[src/rtl/seven_segment_scanner.sv]
// seven_segment_scanner: multiplexed multi-digit seven-segment driver
// latches a packed hex value and time-division scans it onto shared pins
//
// Ports:
//   clk         rising-edge clock
//   rst_n       synchronous reset, active-low
//   value       packed nibbles, nibble i drives digit i (captured on load)
//   dp_in       decimal point request per digit (captured on load)
//   load        capture strobe for value and dp_in
//   lz_blank    leading-zero suppression enable (live)
//   blank_mask  1 forces the digit dark (live)
//   seg         segments a..g, active-low, seg[6]=a
//   dp          decimal point, active-low
//   an          digit enables, active-low, at most one low
//   frame_tick  one-cycle pulse at the start of each full scan
module seven_segment_scanner #(
    parameter int NUM_DIGITS = 4,
    parameter int CLK_DIV    = 100000,
    parameter int GUARD      = 4
) (
    input  logic                    clk,
    input  logic                    rst_n,
    input  logic [4*NUM_DIGITS-1:0] value,
    input  logic [NUM_DIGITS-1:0]   dp_in,
    input  logic                    load,
    input  logic                    lz_blank,
    input  logic [NUM_DIGITS-1:0]   blank_mask,
    output logic [6:0]              seg,
    output logic                    dp,
    output logic [NUM_DIGITS-1:0]   an,
    output logic                    frame_tick
);

    localparam int CW = (CLK_DIV > 1) ? $clog2(CLK_DIV) : 1;
    localparam int IW = (NUM_DIGITS > 1) ? $clog2(NUM_DIGITS) : 1;

    localparam logic [CW-1:0] CNT_LAST = CW'(CLK_DIV - 1);
    localparam logic [IW-1:0] IDX_LAST = IW'(NUM_DIGITS - 1);
    localparam logic [CW-1:0] GUARD_C  = CW'(GUARD);

    logic [CW-1:0]           cnt;
    logic [IW-1:0]           idx;
    logic [4*NUM_DIGITS-1:0] val_q;
    logic [NUM_DIGITS-1:0]   dp_q;

    logic                    slot_end;
    logic                    frame_end;
    logic [3:0]              cur_nib;
    logic                    cur_dp;
    logic [NUM_DIGITS-1:0]   upper_zero;
    logic                    zero_run;
    logic                    lz_dark;
    logic                    dark;
    logic [NUM_DIGITS-1:0]   onehot;
    logic [6:0]              seg_next;
    logic                    dp_next;
    logic [NUM_DIGITS-1:0]   an_next;

    function automatic logic [6:0] decode(input logic [3:0] nib);
        logic [6:0] g;
        case (nib)
            4'h0: g = 7'b0000001;
            4'h1: g = 7'b1001111;
            4'h2: g = 7'b0010010;
            4'h3: g = 7'b0000110;
            4'h4: g = 7'b1001100;
            4'h5: g = 7'b0100100;
            4'h6: g = 7'b0100000;
            4'h7: g = 7'b0001111;
            4'h8: g = 7'b0000000;
            4'h9: g = 7'b0000100;
            4'hA: g = 7'b0001000;
            4'hB: g = 7'b1100000;
            4'hC: g = 7'b0110001;
            4'hD: g = 7'b1000010;
            4'hE: g = 7'b0110000;
            default: g = 7'b0111000;
        endcase
        return g;
    endfunction

    assign slot_end  = (cnt == CNT_LAST);
    assign frame_end = slot_end && (idx == IDX_LAST);

    assign cur_nib = val_q[{idx, 2'b00} +: 4];
    assign cur_dp  = dp_q[idx];

    // upper_zero[i]: nibbles NUM_DIGITS-1 down to i are all zero
    always_comb begin
        zero_run   = 1'b1;
        upper_zero = '0;
        for (int i = NUM_DIGITS - 1; i >= 0; i--) begin
            zero_run      = zero_run & (val_q[4*i +: 4] == 4'h0);
            upper_zero[i] = zero_run;
        end
    end

    // digit 0 is exempt so an all-zero value still shows "0"
    assign lz_dark = lz_blank && (idx != '0) && upper_zero[idx];
    assign dark    = blank_mask[idx] || lz_dark;

    always_comb begin
        onehot      = '0;
        onehot[idx] = 1'b1;
    end

    always_comb begin
        seg_next = dark ? 7'b1111111 : decode(cur_nib);
        dp_next  = dark ? 1'b1 : ~cur_dp;
        // leading guard cycles keep every enable off to avoid ghosting
        an_next  = (cnt < GUARD_C) ? '1 : ~onehot;
    end

    always_ff @(posedge clk) begin
        if (!rst_n) begin
            cnt        <= '0;
            idx        <= '0;
            val_q      <= '0;
            dp_q       <= '0;
            seg        <= 7'b1111111;
            dp         <= 1'b1;
            an         <= '1;
            frame_tick <= 1'b0;
        end else begin
            if (slot_end) begin
                cnt <= '0;
                idx <= (idx == IDX_LAST) ? '0 : idx + 1'b1;
            end else begin
                cnt <= cnt + 1'b1;
            end
            if (load) begin
                val_q <= value;
                dp_q  <= dp_in;
            end
            seg        <= seg_next;
            dp         <= dp_next;
            an         <= an_next;
            frame_tick <= frame_end;
        end
    end

endmodule

[config.mk]
export PLATFORM = sky130hd
export DESIGN_NAME = seven_segment_scanner
export DESIGN_NICKNAME = d
export VERILOG_FILES = /design/src/rtl/seven_segment_scanner.sv
export SDC_FILE = /design/constraint.sdc
export NUM_CORES = 1
export LEC_CHECK = 0
export CAP_MARGIN = 20
export CORE_ASPECT_RATIO = 1.5
export CORE_UTILIZATION = 47
export DETAILED_ROUTE_END_ITERATION = 7
export PLACE_DENSITY = 0.74
export SYNTH_ARGS = -nofsm -noshare
export SYNTH_HDL_FRONTEND = slang
export SYNTH_SLANG_ARGS = --single-unit
[constraint.sdc]
create_clock -name clk -period 1.99 [get_ports clk]
set_input_delay 0.199 -clock clk [delete_from_list [all_inputs] [get_ports clk]]
set_output_delay 0.199 -clock clk [all_outputs]
set_load 0.05 [all_outputs]
* Yosys cells after proc, flatten, opt, wreduce, memory -nomap -nowiden *
Memories as Yosys holds them, arrays and structs flattened. A register that Yosys moved wholly into a read port is not among the register bits.
Cells that the tools add are included.

word-level totals
  memories kept = 1
  ROM bits = 112
  register bits after elaboration = 45
  word-level logic and storage cells = 44

memories
  name              depth  bits a word  read ports  clocked after memory_dff  wr ports  RTL line  text
  (name not given)  16     7            1           1                         0         61        case (nib)

cells by class
  equality and inequality tests = 2
  shift operators = 1
  order comparisons = 3
  reductions and logical operators = 13
  muxes and demuxes = 9
  add/subtract/negate cells = 2
  bitwise logic cells = 6

operators by type and width
  kind                                                                                  number
  17-bit by 1-bit adder with 17-bit output (second input constant)                      1
  17-bit equality test (second input constant)                                          1
  17-bit by 3-bit less-than comparator with 1-bit output (second input constant)        1
  4-bit logical NOT                                                                     4
  16-bit by 5-bit indexed part select with 4-bit output                                 1
  1-bit binary-select mux with 2-bit select                                             3
  2-bit OR reduction                                                                    3
  1-bit logical AND                                                                     4
  1-bit 2-to-1 mux                                                                      4
  4-bit inverter                                                                        1
  1-bit bitwise AND                                                                     3
  2-bit by 3-bit less-than comparator with 1-bit output (second input constant)         1
  2-bit by 1-bit adder with 2-bit output (second input constant)                        1
  1-bit demux with 2-bit select                                                         1
  2-bit equality test (second input constant)                                           1
  2-bit by 1-bit greater-or-equal comparator with 1-bit output (second input constant)  1
  2-bit 2-to-1 mux                                                                      1
  1-bit inverter                                                                        2
  2-bit nonzero test                                                                    1
  1-bit logical OR                                                                      1

* Logic depth before layout (Yosys ltp) *
Gate-level depths: netlist of run 1.

  depth after elaboration = 9
  mapped depth = 8
  depth with buffers taken out = 7

* Least setup slack after synthesis of run 1 *
No wires, ideal clock.

  path kind = reg2reg
  start point = reg idx[0]
  end point = reg seg[6]
  stages on the path, launching flop included = 6
  slack = 61 ps
  path buffers = 0
  data arrival time = 1791 ps
  cell sequence = dfxtp_1 -> mux4_1 -> ha_1 -> mux2_2 -> a22oi_1 -> nand3_1

on the way
  longest elaborated chain between the ends = 5
  elaborated cells on any way between the ends = 10
  classes of those cells = shift (1); mux (4); reduce/logical (5)

RTL lines
  what                                                                                    RTL line  text
  start: declaration                                                                      42        logic [IW-1:0] idx;
  start signal: assignment                                                                127       idx <= (idx == IDX_LAST) ? '0 : idx + 1'b1;
  1-bit binary-select mux with 2-bit select / 2-bit nonzero test (equally long branches)  99        assign lz_dark = lz_blank && (idx != '0) && upper_zero[idx];
  1-bit 2-to-1 mux (not written as such) / 1-bit logical AND (equally long branches)      99
  1-bit logical AND                                                                       99
  1-bit logical OR                                                                        100       assign dark = blank_mask[idx] || lz_dark;
  2-bit OR reduction (no line)                                                            --
  end: declaration                                                                        28        output logic [6:0] seg,

Parallel ways exist; a longest one is shown, timed or not. The select of a mux whose other input is x is not followed.
A chain may end at the register's enable or synchronous reset.

* Worst setup path in the final report of run 1 *
  start point = reg idx[0]
  end point = reg seg[3]

Same word-level chain as after synthesis.

==> results of run 1 <==
==> power by group <==
part	switching (mW)	internal, mW
clock network	0.331	0.495
registers	0.0297	1.08
logic	0.136	0.140
==> metal layers <==
layer	vias to the layer above	track usage (%)
li1	926	-
met1	883	19.26
met2	40	40.76
met3	18	4.197
met4	0	12.47
met5	-	0
==> cell families (layout without fill, tap and decap cells) <==
family	count (synthesis)	after routing
AND/OR/NAND/NOR	101	101
flip-flops	52	52
multiplexers	30	30
AO/OA/AOI/OAI	15	15
XOR/XNOR	15	15
buffers and inverters	15	64
adder cells (fa/ha/maj)	11	11
==> per-stage QoR <==
| stage | std cells | area (µm²) | setup WS [ps] |
|---|---|---|---|
| finish | 354 | 3037 | 148.0 |
| global route | 354 | 3037 | 1.071 |
| CTS | 353 | 3024 | 14.72 |
| detailed placement | 346 | 2895 | 38.53 |
| global placement | 346 | 2895 | 85.40 |
| floorplan | 239 | 2395 | 60.75 |
==> cells in the mapped netlist, drive strengths merged, types with 5 or more instances <==
| cell | instances |
|---|---|
| and3 | 5 |
| clkbuf | 5 |
| dfxtp | 52 |
| ha | 11 |
| inv | 6 |
| mux2i | 21 |
| mux4 | 6 |
| nand2 | 17 |
| nand3 | 6 |
| nor2 | 45 |
| nor4 | 6 |
| xnor2 | 6 |
| xor2 | 9 |
==> worst min path at each step <==
stage | start | end | slack, ps | cells past startpoint
2_1_floorplan | rst_n | frame_tick | 320 | 2
3_3_place_gp | cnt[0] | cnt[0] | 430 | 1
3_5_place_dp | cnt[0] | cnt[0] | 440 | 1
4_1_cts | cnt[0] | cnt[0] | 460 | 1
5_1_grt | cnt[0] | cnt[0] | 480 | 1
6_report | cnt[0] | cnt[0] | 450 | 1
==> cell usage in the layout (no fill, tap or decap), drive strengths merged, types with 5 or more instances in the layout <==
cell type / Yosys / final
mux2i: 21 / 21
clkdlybuf4s50: 0 / 40
ha: 11 / 11
nor4: 6 / 6
xor2: 9 / 9
dfxtp: 52 / 52
clkbuf: 5 / 5
nor2: 45 / 45
and3: 5 / 5
xnor2: 6 / 6
nand2: 17 / 17
inv: 6 / 6
buf: 4 / 11
nand3: 6 / 6
mux4: 6 / 6
==> timing repair <==
action,4_1_cts,5_1_grt
gates resized for setup,0,4
setup endpoints to repair,0,8
buffers inserted,0,1
==> registers in the layout, indices dropped and copies added, names as in the netlist <==
register and count:
val_q 16, dp 1, idx 2, frame_tick 1, dp_q 4, cnt 17, seg 7, an 4
==> layout make-up <==
type,count,share of cell area (%)
clock inverter,2,1.978
timing repair buffer,51,15.90
inverter,6,0.7417
multi-input combinational,172,41.99
tap,66,2.719
clock buffer,5,2.266
sequential,52,34.40
==> critical path: cells and delay by family, from the launching register on <==
family	cells	cell delay [ps]
AO/OA/AOI/OAI	2	290
buffers and inverters	1	140
flip-flops	1	380
multiplexers	1	640
AND/OR/NAND/NOR	1	250
==> qor.csv, run 1 <==
stage;metric;value;unit
layout;drive_gt1_share;11.46;%
layout;nFillCells;406;
sta;tns;0;ps
worst_setup_path;critPathMaxFanout;12;
placement;port_buffers;40;
synth;yosysTopAreaCell;dfxtp_1;
sta;hold_viol;0;
floorplan;num_io_pins;41;
cts;cts_tree;yes;
layout;area_delta_synth_final;26.80;%
synth;yosysSeqAreaShare;43.47;%
global_route;grt_max_degree;23;
worst_setup_path;reg2reg_depth;5;
drt;first_pass_iters;4;
layout;antenna_cells;0;
flow_run;drv_cap;0;
layout;multi_input_area;1275;µm²
worst_setup_path;end_kind;register;
synth;synthTopCellsByArea;dfxtp_1 (43%), mux2i_1 (8.8%), nor2_1 (7.1%);
global_route;grt_pass1_wl;8162;µm
drt;final_antenna_net_count;0;
outcome;outcome;completed;
worst_setup_path;r2r_start;idx[0];
drt;wl;5250;µm
synth;syn_avg_cell_area;10.02;µm²
sta;finalSetupViolCount;0;
cts;clock_sinks;52;
synth;yosysWarnings;0;
cts;cts_buffers;5;
power;irDropWorstVdd;0.0004461;V
worst_setup_path;cp_data_required_time;2150;ps
power;power_leakage;1.206;nW
synth;ys_ff_latch;52;
synth;synth_top_area_share;43.47;%
synth;synthSimpleGateAreaFrac;20.90;%
cts;clock_path_buffers;2;
floorplan;initial_core_util;49.39;%
worst_setup_path;crit_chain;buf_4 > mux4_2 > and2_1 > o21ai_1 > o2111ai_1;
floorplan;rows;31;
global_route;grt_antenna_before_repair;0;
synth;synth_top_family_by_area;simple AND/OR/NAND/NOR gates;
drt;wl_met3;160;µm
global_route;grt_overflow;0;
drt;vias_per_cell;5.274;
floorplan;die_x;60.28;µm
floorplan;core;4848;µm²
worst_setup_path;slowest_stage;mux4_2;
worst_setup_path;path_class;register to register;
drt;met1_length;1934;µm
sta;period_minus_slack;1842;ps
synth;synth_area;2395;µm²
drt;top_layer;met4;
synth;syn-num-nets;278;
cts;clk_latency;310;ps
drt;dr.first_iter.drc_count;52;
cts;cts_root_buffer;clkbuf_8;
worst_setup_path;worstPathArrival;2000;ps
cts;cts_max_level;2;
drt;wl_per_cell;14.83;µm
synth;synth_adder_area_share;5.747;%
floorplan;die_area;5391;µm²
synth;ys.flop_type;dfxtp_1;
synth;netlist_instances;239;
power;powerDensity;727.6;nW/µm²
hold_path;hold_class;register to register;
layout;final_core_util;62.63;%
worst_setup_path;rrSetupSlack;150;ps
synth;synthMuxAreaShare;16.30;%
global_route;grt_pass1_vias;1830;
synth;synthArstFlopShare;0;%
sta;final-max-slew-violation-count;0;
global_route;track_usage;21.04;%
sta;finalClockSkew;2.741;ps
drt;drc;0;
worst_setup_path;worstReg2RegEnd;seg[3];
worst_setup_path;slowest_delay;640;ps
synth;synth_cell_types;42;
drt;num_vias;1867;
cts;postCtsHoldBufs;0;
worst_setup_path;critPathCapture;seg[3];
cts;clk_pin_slew;90;ps
sta;worstMarginPinSlew;620.5;ps
placement;dp_hpwl;3931;µm
worst_setup_path;crit_start;idx[0];
layout;regArea;1045;µm²
placement;place_congestion;0.8897;
sta;hold_ws;452.9;ps
synth;synth_xor_area_share;5.486;%
sta;rsz0062_at_grt;false;
power;p_total;2.209;mW
synth;synth-edff-count;0;
drt;met2_length;2967;µm
synth;synth_compound_area_share;4.754;%
layout;layout.nets;327;
worst_setup_path;cp-start-kind;register;
sta;post-route-period-util;92.56;%
sta;relSlewSlack;58.11;%
sta;fmaxAchievable;542.9;MHz
floorplan;fp.dieH;89.43;µm
(Power assumes the default switching activity.)
==> run 2, diff against run 1 <==
--- a/config.mk
+++ b/config.mk
@@ -5,11 +5,12 @@
 export SDC_FILE = /design/constraint.sdc
 export NUM_CORES = 1
 export LEC_CHECK = 0
+export ABC_AREA = 1
 export CAP_MARGIN = 20
 export CORE_ASPECT_RATIO = 1.5
-export CORE_UTILIZATION = 47
+export CORE_UTILIZATION = 49
 export DETAILED_ROUTE_END_ITERATION = 7
-export PLACE_DENSITY = 0.74
+export PLACE_DENSITY = 0.75
 export SYNTH_ARGS = -nofsm -noshare
 export SYNTH_HDL_FRONTEND = slang
 export SYNTH_SLANG_ARGS = --single-unit
==> run 2 against run 1 <==
Setup slack better by 140 ps. Fmax grew 8.0%. Clock-buffer cell count rose by 2. Cell area rose by 7.3%. Clock power decreased by 25%. Cell count rose by 42%. Combinational power grew 8.7%. Die area rose by 8.8%. Wire length up 14%. Via count grew 36%. Sequential cell count unchanged. Critical endpoint is now seg[6]. Largest cell class unchanged. Largest power group unchanged.
==> qor.csv, run 2 <==
stage;metric;value;unit
outcome;outcome;completed;
drt;wl;6011;µm
global_route;track_usage;22.57;%
power;p_total;2.033;mW
cts;cts_root_buffer;clkbuf_8;
cts;cts.repair.resized;0;
floorplan;die_x;62.86;µm
synth;ys.flop_type;dfxtp_1;
global_route;grt_pass1_vias;2444;
cts;cts_max_level;2;
synth;ys_ff_latch;52;
drt;wl_per_cell;12.00;µm
floorplan;num_io_pins;41;
cts;clk_pin_slew;90;ps
power;powerDensity;624.0;nW/µm²
sta;tns;0;ps
flow_run;drv_cap;0;
synth;yosysTopAreaCell;dfxtp_1;
sta;hold_viol;0;
global_route;grt_pass1_wl;10520;µm
worst_setup_path;cp_data_required_time;2190;ps
worst_setup_path;rrSetupSlack;280;ps
hold_path;hold_class;register to register;
floorplan;die_area;5865;µm²
synth;yosysMostFrequentCell;nand2_1;
global_route;grt_max_degree;28;
cts;clk_latency;300;ps
sta;final-max-slew-violation-count;0;
cts;cts_setup_buffers;0;
sta;relSlewSlack;55.59;%
power;irDropWorstVdd;0.0005675;V
sta;worstMarginPinSlew;665.4;ps
layout;nFillCells;488;
worst_setup_path;critPathMaxFanout;13;
floorplan;fp.dieH;93.30;µm
synth;yosysWarnings;0;
layout;layout.nets;471;
worst_setup_path;cp-start-kind;register;
cts;clock_sinks;52;
sta;post-route-period-util;85.69;%
floorplan;initial_core_util;51.91;%
drt;final_antenna_net_count;0;
placement;dp_hpwl;4638;µm
layout;largest_reg_flops;17;
cts;cts_tree;yes;
synth;syn_avg_cell_area;6.928;µm²
floorplan;rows;32;
layout;area_delta_synth_final;19.67;%
layout;final_common_cell;nand2_1;
synth;synth_cell_types;31;
global_route;grt_antenna_before_repair;0;
drt;num_vias;2547;
synth;synth_common_cells;nand2_1 (105), nor2_1 (57), dfxtp_1 (52);
worst_setup_path;worstPathArrival;1900;ps
layout;drive_gt1_share;9.007;%
global_route;grt_overflow;0;
sta;fmaxAchievable;586.4;MHz
sta;finalSetupViolCount;0;
layout;antenna_cells;0;
cts;postCtsHoldBufs;0;
floorplan;core;5245;µm²
cts;cts_buffers;5;
sta;finalClockSkew;5.228;ps
synth;synthTopCellsByArea;dfxtp_1 (38%), nand2_1 (14%), nor2_1 (7.9%);
layout;fin_area;3258;µm²
synth;netlist_instances;393;
synth;synth_area;2723;µm²
layout;top_regs;cnt x17, val_q x16, seg x7;
worst_setup_path;path_class;register to register;
sta;period_minus_slack;1705;ps
placement;port_buffers;40;
synth;yosysSeqAreaShare;38.24;%
synth;synth-edff-count;0;
synth;synth_top_area_share;38.24;%
drt;drc;0;
placement;place_area;3164;µm²
drt;dr.first_iter.drc_count;165;
placement;place_congestion;0.9094;
drt;vias_per_cell;5.084;
power;power_leakage;1.355;nW
worst_setup_path;end_kind;register;
synth;synthArstFlopShare;0;%
sta;rsz0062_at_grt;false;
drt;first_pass_iters;4;
layout;largest_register;cnt;
synth;syn-num-nets;432;
cts;clock_path_buffers;2;
layout;mostFrequentLayoutCells;nand2_1 (105), nor2_1 (57), dfxtp_1 (52);
-- run 2: cell count changes after synthesis, sizes merged, moves of 15 or more --
cell	before	now
nand2	17	110
nand3	6	39
mux2i	21	0
inv	6	34
nor2	45	68
o21ai	2	25
a21oi	2	17
-- run 2: critical path, stage by stage, from the launching register on --
cell	delay, ps
dfxtp_1	460
buf_4	230
nand2_1	70
nand3_1	70
nand2_1	150
ha_1	230
inv_1	50
nand3_1	90
nand2_1	100
nand2_1	50
nand2_1	50
nand2_1	40
-- run 2: report_power, final --
group          total, mW  internal [mW]  switching [mW]
combinational      0.300          0.128           0.172
clock              0.622          0.283           0.339
sequential          1.11           1.08          0.0267
-- run 2: layout make-up --
class	instances	area (µm²)	share of cell area, %
inverters	34	130.1	3.994
clock buffers	7	86.33	2.650
clock inverters	1	7.507	0.2304
repair buffers	44	430.4	13.21
multi-input cells	295	1478	45.35
flip-flops and latches	52	1041	31.95
well taps	68	85.08	2.611
-- run 2: metrics by stage --
step | instances | setup slack, ps | hold slack [ps] | util, %
after floorplan | 393 | 368.0 | 333.9 | -
after global placement | 493 | 356.6 | 439.4 | 60.33
after detailed placement | 493 | 291.8 | 455.2 | 60.33
after CTS | 501 | 287.3 | 471.1 | 62.12
after global routing | 501 | 62.06 | 498.3 | 62.12
final | 501 | 284.8 | 466.6 | 62.12
-- run 2: logic make-up (layout without fill, tap and decap cells) --
family                     after synthesis  after routing  share of synthesized area (%)
and+or+nand+nor                        239            239                          39.57
DFF                                     52             52                          38.24
adders and majority gates               11             11                          5.055
AOI/OAI and AO/OA                       42             42                          8.686
buffers and inverters                   46             86                          7.491
xor gates and xnor gates                 3              3                         0.9652
-- run 2: path summary, 6_finish.rpt --
path,from,to,cells past startpoint
worst max-delay path,idx[0],seg[6],11
worst min-delay path,cnt[0],cnt[0],1
worst max register to register,idx[0],seg[6],11
worst min register to register,cnt[0],cnt[0],1
-- run 2: metal layers --
layer / wire length, µm / track usage, % / share of wire [%]
met3: 140 / 3.171 / 2.3
met4: 147 / 10.66 / 2.4
met2: 3283 / 43.46 / 55
met1: 2440 / 23.39 / 41
met5: 0 / 0 / 0
